===== config.mk =====
export PLATFORM = sky130hd
export DESIGN_NAME = actv_pipe_unit
export DESIGN_NICKNAME = d
export VERILOG_FILES = /design/src/rtl/actv_pipe_unit.sv
export SDC_FILE = /design/constraint.sdc
export NUM_CORES = 1
export LEC_CHECK = 0
export BUFFER_PORTS_ARGS = -buffer_cell sky130_fd_sc_hd__buf_2
export CORE_MARGIN = 4
export CORE_UTILIZATION = 40
export DETAILED_ROUTE_END_ITERATION = 10
export GPL_TIMING_DRIVEN = 0
export SYNTH_ARGS = -nofsm -noshare
export SYNTH_HDL_FRONTEND = slang
export SYNTH_SLANG_ARGS = --single-unit

===== constraint.sdc =====
create_clock -name actv_clk -period 6.7 [get_ports actv_clk]
set_input_delay 1.34 -clock actv_clk [delete_from_list [all_inputs] [get_ports actv_clk]]
set_output_delay 1.34 -clock actv_clk [all_outputs]
set_load 0.05 [all_outputs]

===== src/rtl/actv_pipe_unit.sv =====
// actv_pipe_unit: two-stage valid/ready activation pipeline.
// Stage 1 applies the selected activation. Stage 2 applies round-half-up
// rescaling, width saturation and the optional clip ceiling.
// A sticky 16-bit counter tracks output beats that carry any saturated lane.
module actv_pipe_unit #(
    parameter int unsigned INPUT_WIDTH  = 22,
    parameter int unsigned NUM_INPUTS   = 4,
    parameter int unsigned OUTPUT_WIDTH = 16,
    parameter int unsigned FRAC_SHIFT   = 6,
    parameter int unsigned LEAK_SHIFT   = 3
) (
    input  logic                                      actv_clk,
    input  logic                                      actv_rst_b,
    input  logic [1:0]                                actv_mode_i,
    input  logic [OUTPUT_WIDTH-2:0]                   actv_clip_i,
    input  logic                                      actv_valid_i,
    output logic                                      actv_ready_o,
    input  logic [NUM_INPUTS-1:0][INPUT_WIDTH-1:0]    actv_in_i,
    output logic                                      actv_valid_o,
    input  logic                                      actv_ready_i,
    output logic [NUM_INPUTS-1:0][OUTPUT_WIDTH-1:0]   actv_out_o,
    output logic [NUM_INPUTS-1:0]                     actv_sat_o,
    input  logic                                      actv_sat_clr_i,
    output logic [15:0]                               actv_sat_cnt_o
);

    localparam int unsigned EW      = INPUT_WIDTH + 1;
    localparam int unsigned CW      = OUTPUT_WIDTH - 1;
    localparam int unsigned CNT_W   = 16;
    localparam int unsigned RND_POS = (FRAC_SHIFT > 0) ? FRAC_SHIFT - 1 : 0;

    localparam logic [1:0] MODE_BYPASS = 2'b00;
    localparam logic [1:0] MODE_LEAKY  = 2'b10;
    localparam logic [1:0] MODE_CLIP   = 2'b11;

    // Rounding constant is zero when no shift is applied.
    localparam logic signed [EW-1:0] RND     = EW'((FRAC_SHIFT == 0) ? 0 : (1 << RND_POS));
    localparam logic signed [EW-1:0] OUT_MAX = EW'((2 ** (OUTPUT_WIDTH - 1)) - 1);
    localparam logic signed [EW-1:0] OUT_MIN = EW'(-(2 ** (OUTPUT_WIDTH - 1)));
    localparam logic [CNT_W-1:0]     CNT_MAX = {CNT_W{1'b1}};

    // Stage 1 registers: activated lanes plus the mode/clip that travel with the beat.
    logic                                   s1_valid_q, s1_valid_d;
    logic [NUM_INPUTS-1:0][INPUT_WIDTH-1:0] s1_y_q, s1_y_d;
    logic [1:0]                             s1_mode_q, s1_mode_d;
    logic [CW-1:0]                          s1_clip_q, s1_clip_d;

    // Stage 2 registers: final output lanes and saturation flags.
    logic                                    s2_valid_q, s2_valid_d;
    logic [NUM_INPUTS-1:0][OUTPUT_WIDTH-1:0] s2_out_q, s2_out_d;
    logic [NUM_INPUTS-1:0]                   s2_sat_q, s2_sat_d;

    logic [CNT_W-1:0] cnt_q, cnt_d;

    logic s1_adv;
    logic s2_adv;

    // Advance conditions: a stage moves when empty or when its successor moves.
    always_comb begin
        s2_adv = ~s2_valid_q | actv_ready_i;
        s1_adv = ~s1_valid_q | s2_adv;
    end

    assign actv_ready_o = s1_adv;

    // Stage 1 next state: per-lane activation on an accepted beat.
    always_comb begin
        logic signed [INPUT_WIDTH-1:0] lane_x;
        lane_x     = '0;
        s1_valid_d = s1_valid_q;
        s1_y_d     = s1_y_q;
        s1_mode_d  = s1_mode_q;
        s1_clip_d  = s1_clip_q;
        if (s1_adv) begin
            s1_valid_d = actv_valid_i;
            if (actv_valid_i) begin
                s1_mode_d = actv_mode_i;
                s1_clip_d = actv_clip_i;
                for (int unsigned i = 0; i < NUM_INPUTS; i++) begin
                    lane_x = $signed(actv_in_i[i]);
                    case (actv_mode_i)
                        MODE_BYPASS: s1_y_d[i] = lane_x;
                        MODE_LEAKY:  s1_y_d[i] = lane_x[INPUT_WIDTH-1] ? (lane_x >>> LEAK_SHIFT) : lane_x;
                        default:     s1_y_d[i] = lane_x[INPUT_WIDTH-1] ? '0 : lane_x;
                    endcase
                end
            end
        end
    end

    // Stage 2 next state: round, shift, saturate, then clip in clipped-ReLU mode.
    always_comb begin
        logic signed [EW-1:0]           lane_ext;
        logic signed [EW-1:0]           lane_z;
        logic signed [OUTPUT_WIDTH-1:0] lane_sat;
        logic signed [OUTPUT_WIDTH-1:0] lane_clip;
        lane_ext   = '0;
        lane_z     = '0;
        lane_sat   = '0;
        lane_clip  = '0;
        s2_valid_d = s2_valid_q;
        s2_out_d   = s2_out_q;
        s2_sat_d   = s2_sat_q;
        if (s2_adv) begin
            s2_valid_d = s1_valid_q;
            if (s1_valid_q) begin
                lane_clip = $signed({1'b0, s1_clip_q});
                for (int unsigned i = 0; i < NUM_INPUTS; i++) begin
                    lane_ext = $signed({s1_y_q[i][INPUT_WIDTH-1], s1_y_q[i]});
                    lane_z   = (lane_ext + RND) >>> FRAC_SHIFT;
                    if (lane_z > OUT_MAX) begin
                        lane_sat    = OUTPUT_WIDTH'(OUT_MAX);
                        s2_sat_d[i] = 1'b1;
                    end else if (lane_z < OUT_MIN) begin
                        lane_sat    = OUTPUT_WIDTH'(OUT_MIN);
                        s2_sat_d[i] = 1'b1;
                    end else begin
                        lane_sat    = OUTPUT_WIDTH'(lane_z);
                        s2_sat_d[i] = 1'b0;
                    end
                    if ((s1_mode_q == MODE_CLIP) && (lane_sat > lane_clip)) begin
                        lane_sat = lane_clip;
                    end
                    s2_out_d[i] = lane_sat;
                end
            end
        end
    end

    // Saturation event counter: sticky at max, clear has priority.
    always_comb begin
        cnt_d = cnt_q;
        if (actv_sat_clr_i) begin
            cnt_d = '0;
        end else if (s2_valid_q && actv_ready_i && (|s2_sat_q) && (cnt_q != CNT_MAX)) begin
            cnt_d = cnt_q + CNT_W'(1);
        end
    end

    // Pipeline and counter state registers.
    always_ff @(posedge actv_clk or negedge actv_rst_b) begin
        if (!actv_rst_b) begin
            s1_valid_q <= 1'b0;
            s1_y_q     <= '0;
            s1_mode_q  <= '0;
            s1_clip_q  <= '0;
            s2_valid_q <= 1'b0;
            s2_out_q   <= '0;
            s2_sat_q   <= '0;
            cnt_q      <= '0;
        end else begin
            s1_valid_q <= s1_valid_d;
            s1_y_q     <= s1_y_d;
            s1_mode_q  <= s1_mode_d;
            s1_clip_q  <= s1_clip_d;
            s2_valid_q <= s2_valid_d;
            s2_out_q   <= s2_out_d;
            s2_sat_q   <= s2_sat_d;
            cnt_q      <= cnt_d;
        end
    end

    assign actv_valid_o   = s2_valid_q;
    assign actv_out_o     = s2_out_q;
    assign actv_sat_o     = s2_sat_q;
    assign actv_sat_cnt_o = cnt_q;

endmodule


# Yosys cells after proc, flatten, opt, wreduce, memory -nomap -nowiden
# Index checks and enable logic that the tools add are counted.
dict set report word_totals {
  out_inout_bits 86
  ff_bits 191
  wordCells 92
  in_bits 110
}
dict set report classes {
  reduce_logical 12
  n_eq_ne 3
  mux 42
  n_lt_le_gt_ge 12
  n_bitwise 4
  addsub 5
}
# operator n
set ops {}
lappend ops {{16-bit two-way mux} 22}
lappend ops {{22-bit case mux with 2 select lines} 4}
lappend ops {{22-bit by 7-bit adder with 23-bit output, second input constant} 4}
lappend ops {{22-bit two-way mux} 4}
lappend ops {{21-bit two-way mux} 4}
lappend ops {{17-bit by 16-bit > comparator with 1-bit output, second input constant} 4}
lappend ops {{17-bit by 16-bit less-than comparator with 1-bit output, second input constant} 4}
lappend ops {{16-bit > comparator} 4}
lappend ops {{16-bit by 1-bit adder with 16-bit output, second input constant} 1}
lappend ops {{16-bit inequality test, second input constant} 1}
lappend ops {{1-bit two-way mux} 8}
lappend ops {{1-bit logical AND} 7}
lappend ops {{2-bit equality test, second input constant} 2}
lappend ops {{2-bit AND reduction} 2}
lappend ops {{4-bit OR reduction} 1}
lappend ops {{2-bit zero test} 1}
lappend ops {{1-bit inverter} 2}
lappend ops {{1-bit bitwise OR} 2}
lappend ops {{2-bit nonzero test} 1}

# Logic depth before layout (Yosys ltp)
dict set report depth {
  depth_word 9
  depth_mapped 15
}

# Worst setup path before layout
# OpenSTA, ideal clock, no wires.
dict set report synth_timing {
  kind {flip-flop to flip-flop}
  start {register s1_y_q[71] (netlist name)}
  end {register s2_out_q, in the netlist actv_out_o[55]}
  t_required_ns 6.574
  arrival_time_ns 3.515
  slack_ns 3.059
  path_stages_with_launch 15
  n_path_buf 3
  path_cell_list {dfrtp_1 ha_1 nand4b_1 o21ai_0 nand4_1 clkbuf_1 buf_1 nand2_1 ha_1 a2111oi_0 o21ai_0 a211oi_2 clkbuf_1 nor3_1 a221o_1}
}
dict set report synth_between {
  elab_chain_cells 9
}
# item line
set synth_rtl {}
lappend synth_rtl {{start, declared} 44} ;# logic [NUM_INPUTS-1:0][INPUT_WIDTH-1:0] s1_y_q, s1_y_d;
lappend synth_rtl {{start signal, assigned} 153} ;# s1_y_q <= s1_y_d;
lappend synth_rtl {{22-bit by 7-bit adder with 23-bit output *} 110} ;# lane_z = (lane_ext + RND) >>> FRAC_SHIFT;
lappend synth_rtl {{17-bit by 16-bit less-than comparator with 1-bit output} 114} ;# end else if (lane_z < OUT_MIN) begin
lappend synth_rtl {{16-bit two-way mux} 114}
lappend synth_rtl {{16-bit two-way mux *} 111} ;# if (lane_z > OUT_MAX) begin
lappend synth_rtl {{16-bit two-way mux *} 106} ;# if (s1_valid_q) begin
lappend synth_rtl {{16-bit two-way mux *} 104} ;# if (s2_adv) begin
lappend synth_rtl {{16-bit > comparator} 121} ;# if ((s1_mode_q == MODE_CLIP) && (lane_sat > lane_clip)) begin
lappend synth_rtl {{1-bit logical AND} 121}
lappend synth_rtl {{16-bit two-way mux *} 121}
lappend synth_rtl {{end signal, assigned} 157} ;# s2_out_q <= s2_out_d;
lappend synth_rtl {{end, declared} 50} ;# logic [NUM_INPUTS-1:0][OUTPUT_WIDTH-1:0] s2_out_q, s2_out_d;
# Every way passes the cells marked *; elsewhere a longest branch is shown, timed or not. The select of a mux whose other input is x is not followed.
# A chain may end at the register's enable or synchronous reset.

# Worst setup path in the final report
# Ends and elaborated chain as after synthesis.

==> metrics.md <==
| Metric | Value |
|---|---|
| Share of cells above drive strength 1 | 0.180 |
| Sum of negative setup slack | 0 ps |
| Final hold violation count | 0 |
| Critical Path, Cell by Cell | ha_1 -> nand4b_1 -> o21ai_0 -> nand4_1 -> clkbuf_1 -> buf_1 -> nand2_1 -> ha_1 -> a2111oi_0 -> o21ai_0 -> a211oi_2 -> clkbuf_1 -> nor3_1 -> a221o_1 |
| Fillers | 2678 |
| CP Class | flip-flop to flip-flop |
| Vias per cell | just under 6 |
| Row Count | 60 |
| Vias in the first global route | 10100 |
| CTS Hold Bufs | 0 |
| RSZ-0062 raised after global routing | no |
| Max Cap Viol | 0 |
| Leakage power | roughly 0.0057 uW |
| Max Clk Rate | about 220 MHz |
| FFs w/ async S/R, synth | 1.00 |
| Post-detail-place hpwl | 29200 um |
| Clk_lat worst skew | 440 ps |
| Post-detailed-route count of antenna-violating nets | 0 |
| Met3 usage | 0.0365 |
| Mapped Nets | 1432 |
| Nets | 1626 |
| Syn Inst Count | 1257 |
| Crit end category | flip-flop |
| Met1 Use GR | 0.362 |
| Final WL | 36900 um |
| Drt drc | 0 |
| Min cycle time layout | between 4000 and 5000 ps |
| Largest net degree at the start of global routing | 89 |
| First-pass GRT wire length | 57800 um |
| Die width | 174 um |
| Clock Tree Buf Depth | 2 |
| Root Driver | clkbuf_16 |
| Clock Sinks | around 170 |
| Max VDD drop | 0.000182 V |
| Netlist cell types | 78 |
| Predominant post-synthesis flop cell | dfrtp_1 |
| Pwr Density | 293 nW/um2 |
| Initial Utilization | 0.408 |
| CTS clk-pin slew, worst paths | 70 ps |
| Mapped Area | 11000 um2 |
| CTS buffer count | 17 |
| Tightest Pin Transition | ~860 ps |
| # IOs | roughly 200 |
| 1st-pass router iterations | 6 |
| EDFF count, synth | 0 |
| Finished Layout Cells | 1804 |
| Max-slew headroom | 0.420 |
| H-tree levels | 4 |
| CTS tree | built |
| Antenna violations before repair | 1 |
| Cell area after layout | 12900 um2 |
| Buffer count from post-CTS setup fixing | 0 |
| DR iter-0 viols | 1044 |
| Synth area leaders | dfrtp_1, ha_1, nand2_1, o21ai_0, o211ai_1 |
| Post-synthesis sequential area ratio | 0.388 |
| Die height | approximately 170 um |
| Share of the synthesized area in the top cell type | 0.388 |
| Synth area leader | dfrtp_1 |
| Crit path largest cell delay | 580 ps |
| Critical Path AT | around 4900 ps |
| # resized after CTS | 0 |
| Syn Area/Cell | ~9 um2 |
| CP Data Required Time | 7020 ps |
| WL per Instance | 20.4 um |
| Port bufs | 174 |
| Placed cell areas | 12400 um2 |
| CP max stage cell | a211oi_2 |
| Area grow syn2layout | 17.4% |
| Congestion Overflow GR | 0 |
| Die ar. | between 30000 and 40000 um2 |
| Setup violations, final | 0 |
| Most used routing layer | met1 |
| Crit share post-route | 0.688 |
| Ant. Diodes | 0 |
| Placed cells | roughly 1800 |
| Startpoint type of the worst setup path | flip-flop |
| Outcome | finished clean |
| Grt met2 use | 0.358 |
| Total number of vias | 10600 |
| YS warnings | 0 |
| CP Max Fanout | 10 |
| Hold Path Class | flip-flop to flip-flop |
| Fin. max-slew vios | 0 |
| Final GP Congestion | between 0.8 and 0.9 |
| Synth Register Bits | 171 |
| Core area | 27000 um2 |
| Total GRT Usage | 0.240 |
| Worst-case clock skew | 8.00 ps |
## layout by cell type, fill, tap and decap left out, types with 13 or more instances in the layout
master / instances
a21oi_1: 58
a221o_1: 18
a22oi_1: 40
buf_2: 179
clkbuf_1: 59
clkbuf_16: 17
dfrtp_1: 171
ha_1: 65
inv_1: 32
mux2_2: 19
nand2_1: 209
nand3_1: 41
nand4_1: 23
nor2_1: 54
nor2b_1: 13
nor3_1: 38
o211ai_1: 49
o21ai_0: 111
o31ai_1: 14
xnor2_1: 21
xor2_1: 27
## layout make-up
| type | instances | area, um2 | share of cell area |
|---|---|---|---|
| multi-input cells | 983 | 6340 | 0.490 |
| repair buffers | 175 | 908 | 0.0702 |
| plain buffers | 71 | 283 | 0.0219 |
| flip-flops and latches | 171 | 4280 | 0.331 |
| inverters | 32 | 120 | 0.00928 |
| clock inverters | 12 | 139 | 0.0107 |
| clock buffers | 19 | 443 | 0.0342 |
| well taps | 341 | 427 | 0.0330 |
## report_power, final
| group | internal (uW) | switching (uW) | total [uW] |
|---|---|---|---|
| logic | 410 | 971 | 1380 |
| clock network | 562 | 454 | 1020 |
| registers | 1210 | 183 | 1390 |
## synth_stat cells, drive strengths merged (3+ instances only)
cell type / count
a22o: 4
o31ai: 14
o21ai: 121
nand4b: 3
a22oi: 40
and4: 6
or3: 5
nor2: 55
o211ai: 51
a211oi: 4
ha: 65
o221ai: 7
a21boi: 9
mux2: 19
and2: 11
o311ai: 5
inv: 32
a31oi: 9
or4: 5
a221oi: 12
nor3: 38
a21oi: 58
mux2i: 6
a21o: 3
xor2: 27
a31o: 4
nand2: 212
nand2b: 8
or2: 3
nand3: 42
a221o: 18
clkbuf: 59
nor4: 14
o21a: 9
dfrtp: 171
xnor2: 21
o31a: 6
nand4: 25
and3: 12
nor2b: 13
buf: 12
## flip-flops by register name, indices dropped and copies added, names as in the netlist
name	count
s1_mode_q	2
actv_sat_cnt_o	16
actv_sat_o	4
s1_valid_q	1
actv_out_o	64
actv_valid_o	1
s1_y_q	68
s1_clip_q	15
## path summary, 6_finish.rpt
kind | start | end | slack, ps | cells past startpoint
min in group asynchronous | actv_rst_b | actv_sat_cnt_o[8]$_DFFE_PN0P_ | 850 | 1
setup reg to reg | s1_y_q[71]$_DFFE_PN0P_ | actv_out_o[55]$_DFFE_PN0P_ | 2090 | 14
max in group asynchronous | actv_rst_b | s1_y_q[78]$_DFFE_PN0P_ | 4960 | 2
hold / removal | actv_out_o[15]$_DFFE_PN0P_ | actv_out_o[15]$_DFFE_PN0P_ | 470 | 2
hold reg to reg | actv_out_o[15]$_DFFE_PN0P_ | actv_out_o[15]$_DFFE_PN0P_ | 470 | 2
setup / recovery | s1_y_q[71]$_DFFE_PN0P_ | actv_out_o[55]$_DFFE_PN0P_ | 2090 | 14
## metrics by stage
stage	hold slack [ps]	setup WS (ps)	power, uW	util
2_1_floorplan	450	3060	2320	-
3_3_place_gp	460	1510	2750	0.456
3_5_place_dp	468	2260	2770	0.457
4_1_cts	483	2260	3790	0.479
5_1_grt	511	1720	3980	0.479
6_report	474	2090	3790	0.479
## critical path: cells and delay by family (launching register included)
kind,cells,cell delay (ps)
adders and majority gates,2,620
DFF,1,450
and+or+nand+nor,4,630
buffers and inverters,3,1250
AOI/OAI and AO/OA,5,1540
## logic make-up after synthesis
kind of cell,after synthesis,synth area share
AOI/OAI and AO/OA,389,0.240
xor gates and xnor gates,48,0.0381
adders and majority gates,65,0.0738
buffers and inverters,103,0.0365
DFF,171,0.388
muxes,25,0.0249
and+or+nand+nor,456,0.198
## routing by layer
metal | up-vias | routed length (um)
met5 | - | 13
met2 | 403 | 15800
met1 | 5086 | 18000
met3 | 52 | 2250
met4 | 2 | 789
li1 | 5055 | -
No activity file was read; power rests on OpenSTA's default activity.
